### src/rtl/timer_irq_source.sv
// Programmable interval timer that raises a level interrupt request on each expiry.
// The request is held until the CPU acknowledges it; expiries lost meanwhile are counted.
module timer_irq_source #(
  parameter int unsigned WIDTH = 8,
  parameter int unsigned OVR_W = 4
) (
  input  logic             clk,
  input  logic             reset,
  input  logic             we_cfg,
  input  logic [1:0]       cfg_sel,
  input  logic [WIDTH-1:0] wdata,
  input  logic             ack,
  output logic             irq,
  output logic [WIDTH-1:0] count,
  output logic [OVR_W-1:0] overrun,
  output logic             running
);

  typedef enum logic [1:0] {StIdle, StRun, StDone} state_e;

  state_e           r_state, w_state_next;
  logic [WIDTH-1:0] r_reload, r_prescale;
  logic             r_per;
  logic [WIDTH-1:0] r_pre_cnt, w_pre_cnt_next;
  logic [WIDTH-1:0] r_count, w_count_next;
  logic             r_irq, w_irq_next;
  logic [OVR_W-1:0] r_overrun, w_overrun_next;

  logic w_ctrl_wr;
  logic w_tick;
  logic w_expiry;

  assign w_ctrl_wr = we_cfg && (cfg_sel == 2'd2);
  assign w_tick    = (r_state == StRun) && (r_pre_cnt == r_prescale);
  // CTRL write takes priority over tick and expiry.
  assign w_expiry  = w_tick && (r_count == '0) && !w_ctrl_wr;

  always_comb begin
    w_state_next   = r_state;
    w_pre_cnt_next = r_pre_cnt;
    w_count_next   = r_count;
    if (w_ctrl_wr) begin
      if (wdata[0]) begin
        w_state_next   = StRun;
        w_count_next   = r_reload;
        w_pre_cnt_next = '0;
      end else if (r_state == StRun) begin
        w_state_next = StIdle;
      end
    end else if (r_state == StRun) begin
      w_pre_cnt_next = w_tick ? '0 : r_pre_cnt + 1'b1;
      if (w_tick) begin
        if (r_count != '0) begin
          w_count_next = r_count - 1'b1;
        end else if (r_per) begin
          w_count_next = r_reload;
        end else begin
          w_state_next = StDone;
        end
      end
    end
  end

  always_comb begin
    w_irq_next     = r_irq;
    w_overrun_next = r_overrun;
    if (w_expiry) begin
      w_irq_next = 1'b1;
      if (r_irq && !ack && (r_overrun != '1)) begin
        w_overrun_next = r_overrun + 1'b1;
      end
    end else if (ack) begin
      w_irq_next = 1'b0;
    end
    // Clear beats a simultaneous lost expiry.
    if (w_ctrl_wr && wdata[2]) begin
      w_overrun_next = '0;
    end
  end

  always_ff @(posedge clk) begin
    if (reset) begin
      r_state    <= StIdle;
      r_reload   <= '0;
      r_prescale <= '0;
      r_per      <= 1'b0;
      r_pre_cnt  <= '0;
      r_count    <= '0;
      r_irq      <= 1'b0;
      r_overrun  <= '0;
    end else begin
      r_state   <= w_state_next;
      r_pre_cnt <= w_pre_cnt_next;
      r_count   <= w_count_next;
      r_irq     <= w_irq_next;
      r_overrun <= w_overrun_next;
      if (we_cfg && (cfg_sel == 2'd0)) r_reload   <= wdata;
      if (we_cfg && (cfg_sel == 2'd1)) r_prescale <= wdata;
      if (w_ctrl_wr)                   r_per      <= wdata[1];
    end
  end

  assign irq     = r_irq;
  assign count   = r_count;
  assign overrun = r_overrun;
  assign running = (r_state == StRun);

endmodule

### config.mk
export PLATFORM = sky130hd
export DESIGN_NAME = timer_irq_source
export DESIGN_NICKNAME = d
export VERILOG_FILES = /design/src/rtl/timer_irq_source.sv
export SDC_FILE = /design/constraint.sdc
export NUM_CORES = 1
export LEC_CHECK = 0
export CAP_MARGIN = 25
export CORE_UTILIZATION = 51
export CTS_BUF_LIST = sky130_fd_sc_hd__clkbuf_4
export CTS_CLUSTER_DIAMETER = 200
export DETAILED_ROUTE_END_ITERATION = 16
export PLACE_DENSITY_LB_ADDON = 0.12
export SLEW_MARGIN = 15
export SYNTH_ARGS = -nofsm -noshare
export SYNTH_HDL_FRONTEND = slang
export SYNTH_SLANG_ARGS = --single-unit
### constraint.sdc
create_clock -name clk -period 1.8 [get_ports clk]
set_input_delay 0.45 -clock clk [delete_from_list [all_inputs] [get_ports clk]]
set_output_delay 0.45 -clock clk [all_outputs]
set_load 0.01 [all_outputs]
==> impl_metrics.tcl <==
set metrics [dict create \
    dp.cells 358 \
    synth_flop_cell "dfxtp_1" \
    io_buffers 27 \
    ant_nets 0 \
    final_common_cell "buf_4" \
    grt_pass1_vias 1926 \
    slowest_delay_ns 0.38 \
    hold_violations 0 \
    p_comb_frac 0.169 \
    drive_above_1_share 0.319 \
    total_power_mw 1.87 \
    violations "design-rule violations" \
    boundaryPins 28 \
    cap_violations 0 \
    place_congestion 0.821 \
    syn_to_final_growth_pct 44.4 \
    setup_viol 0 \
    crit_chain "xor2_2, nor4_2, nand4_1, buf_4, or3_1, a21oi_1" \
    fin_crit_sh 0.991 \
    switching_share 0.274 \
    async_reset_ff_frac 0 \
    htreeDepth 2 \
    die_y_um 66.5 \
    yosys_warnings 0 \
    cts_tree "done" \
    synth_area_per_cell_sq_um 8.69 \
    synth_nets 262 \
    vias 2115 \
    finClkSkew_ns 0.0183 \
    start_util 0.530 \
    core_sq_um 4000 \
    drt-pass1-iter-count 10 \
    cp-start-kind "flip-flop" \
    grt.total_usage 0.276 \
    die-width_um 66.5 \
    crit_type "flip-flop to flip-flop" \
    synth_cell_types 54 \
    drc_errors 2 \
    vdd_drop_max_mv 0.743 \
    clk_pin_slew_ns 0.14 \
    overflow 0 \
    maxSlewViolCount 0 \
    via_per_inst 5.67 \
    yosysTopAreaCell "dfxtp_1" \
    cp_data_required_time_ns 2.10 \
    p_leak_nw 1.39 \
    min_period_ns 1.78 \
    finalNetCount 340 \
    grt_first_pass_wirelength_um 9080 \
    max_slew_margin 0.720 \
    seq_power_share 0.493 \
    wl_per_cell_um 15.5 \
    cts_made_buffers 5 \
    synth_edf_count 0 \
    ctsHoldBuffers 0 \
    postRouteWirelength_um 5770 \
    die-area_sq_um 4420 \
    instances_no_fill 373 \
    grt_setup_unrepaired "yes" \
    worstMarginPinSlew_ns 0.419 \
    power_density_nw_per_um2 611 \
    drtIter0Drc 168 \
    ys_ff_latch 40 \
    clk_latency_ns 0.37 \
    grt_antenna_before_repair 0 \
    internal_power_mw 1.36 \
    critPathArrivalTime_ns 2.09 \
    synth_area_sq_um 2120 \
    max_freq_mhz 561 \
    ctsRootBufferMaster "clkbuf_4" \
    antennaDiodeCount 0 \
    p_sw_mw 0.512 \
    finalCoreUtilization 0.766 \
    synth_area_leaders "dfxtp_1, mux2i_1, nor2_1" \
    path_max_fanout 4 \
    max-clock-path-buffers 2 \
    yosysSeqAreaShare 0.378 \
    cp-end-kind "flip-flop" \
    rows 23 \
    grt_max_degree 18 \
    clock-sinks 40 \
    syn_inst 244 \
    yosysTopAreaCellShare 0.378 \
    hold_path_class "flip-flop to flip-flop" \
    final_cell_mix "buf_4, nor2_1, dfxtp_1" \
    slowest_stage "dfxtp_1" \
    status "complete, but fails checks" \
    hpwl_um 4040 \
    clockPowerShare 0.338 \
]
cell families (layout without fill, tap and decap cells):
family | count (synthesis) | count (layout) | synth area share
AND/OR/NAND/NOR | 100 | 101 | 0.260
AO/OA/AOI/OAI | 50 | 50 | 0.155
flip-flops | 40 | 40 | 0.378
multiplexers | 17 | 17 | 0.0808
buffers and inverters | 17 | 95 | 0.0378
XOR/XNOR | 16 | 16 | 0.0661
adder cells (fa/ha/maj) | 4 | 4 | 0.0236
power groups by stage:
| stage | clock (mW) | sequential [mW] | combinational, mW |
|---|---|---|---|
| 2_1_floorplan | 0 | 0.943 | 0.143 |
| 3_3_place_gp | 0 | 0.945 | 0.273 |
| 3_5_place_dp | 0 | 0.945 | 0.279 |
| 4_1_cts | 0.631 | 0.924 | 0.288 |
| 5_1_grt | 0.679 | 0.924 | 0.344 |
| 6_report | 0.632 | 0.922 | 0.317 |
synth_stat cells, types with 2 or more instances:
cell / instances
nor3_1: 4
nand2_1: 16
xnor2_1: 5
nand2b_1: 3
ha_1: 4
a221oi_1: 2
clkbuf_1: 6
nor3b_1: 2
nand4_1: 6
mux2i_1: 16
o31ai_1: 2
nand3_1: 9
o22ai_1: 2
inv_1: 6
and4b_1: 2
nor4bb_1: 2
and3_1: 5
nor2b_1: 3
a21oi_1: 16
a311oi_1: 2
buf_6: 2
a31oi_1: 4
nor4_1: 3
nand3b_1: 2
dfxtp_1: 40
or4_1: 2
xor2_1: 11
nor2_1: 32
buf_1: 2
o21ai_0: 9
worst max-delay path, delay by kind of cell, from the launching register on:
| kind | cells | cell delay [ns] |
|---|---|---|
| DFF | 1 | 0.38 |
| buffers and inverters | 1 | 0.21 |
| AOI/OAI and AO/OA | 1 | 0.14 |
| xor gates and xnor gates | 1 | 0.18 |
| and+or+nand+nor | 3 | 0.80 |
registers in the layout (all words and copies together) (netlist names):
name and flops:
count 8, r_pre_cnt 8, r_prescale 8, r_reload 8, overrun 4, r_state 2, irq 1, r_per 1
final timing paths:
| path | to | slack, ns | startpoint | cells after the start |
|---|---|---|---|---|
| worst max-delay path | overrun[0]$_SDFFE_PP0P_ | 0.02 | r_prescale[6]$_SDFFE_PP0P_ | 6 |
| worst min-delay path | r_per$_SDFFE_PP0P_ | 0.47 | r_per$_SDFFE_PP0P_ | 2 |
| worst max register to register | overrun[0]$_SDFFE_PP0P_ | 0.02 | r_prescale[6]$_SDFFE_PP0P_ | 6 |
| worst min register to register | r_per$_SDFFE_PP0P_ | 0.47 | r_per$_SDFFE_PP0P_ | 2 |
per-layer routing:
layer  up-vias  share of wire  routed length [um]  global-route usage
met5         -              0                   0                   0
met4         0          0.021                 122               0.109
met3        11          0.055                 320              0.0479
met2        69           0.48                2740               0.439
met1       983           0.45                2580               0.368
li1       1052              -                   -                   -
stage by stage:
stage | hold WS, ns | area [sq um] | TNS (ns) | setup slack (ns)
after floorplan | 0.432 | 2140 | -0.0149 | -0.0149
after global placement | 0.448 | 2790 | -4.40 | -0.260
after detailed placement | 0.453 | 2790 | -5.74 | -0.350
after CTS | 0.472 | 2930 | 0 | 0.00373
after global routing | 0.503 | 3060 | -0.312 | -0.110
final | 0.474 | 3060 | 0 | 0.0163
final cells by class:
class	instances	area [sq um]
clock buffers	5	37.5
clock inverters	3	46.3
fillers	312	937
inverters	6	22.5
multi-input cells	188	1360
flip-flops and latches	40	830
well taps	50	62.6
repair buffers	81	702
repair_timing:
item | CTS | global route
gates resized for setup | 22 | 29
cloned | 0 | 1
setup buffers | 2 | 5
setup endpoints to repair | 17 | 28
pin swaps | 8 | 11
hold endpoints to repair | 0 | 0
Power figures use the tool's default switching activity.
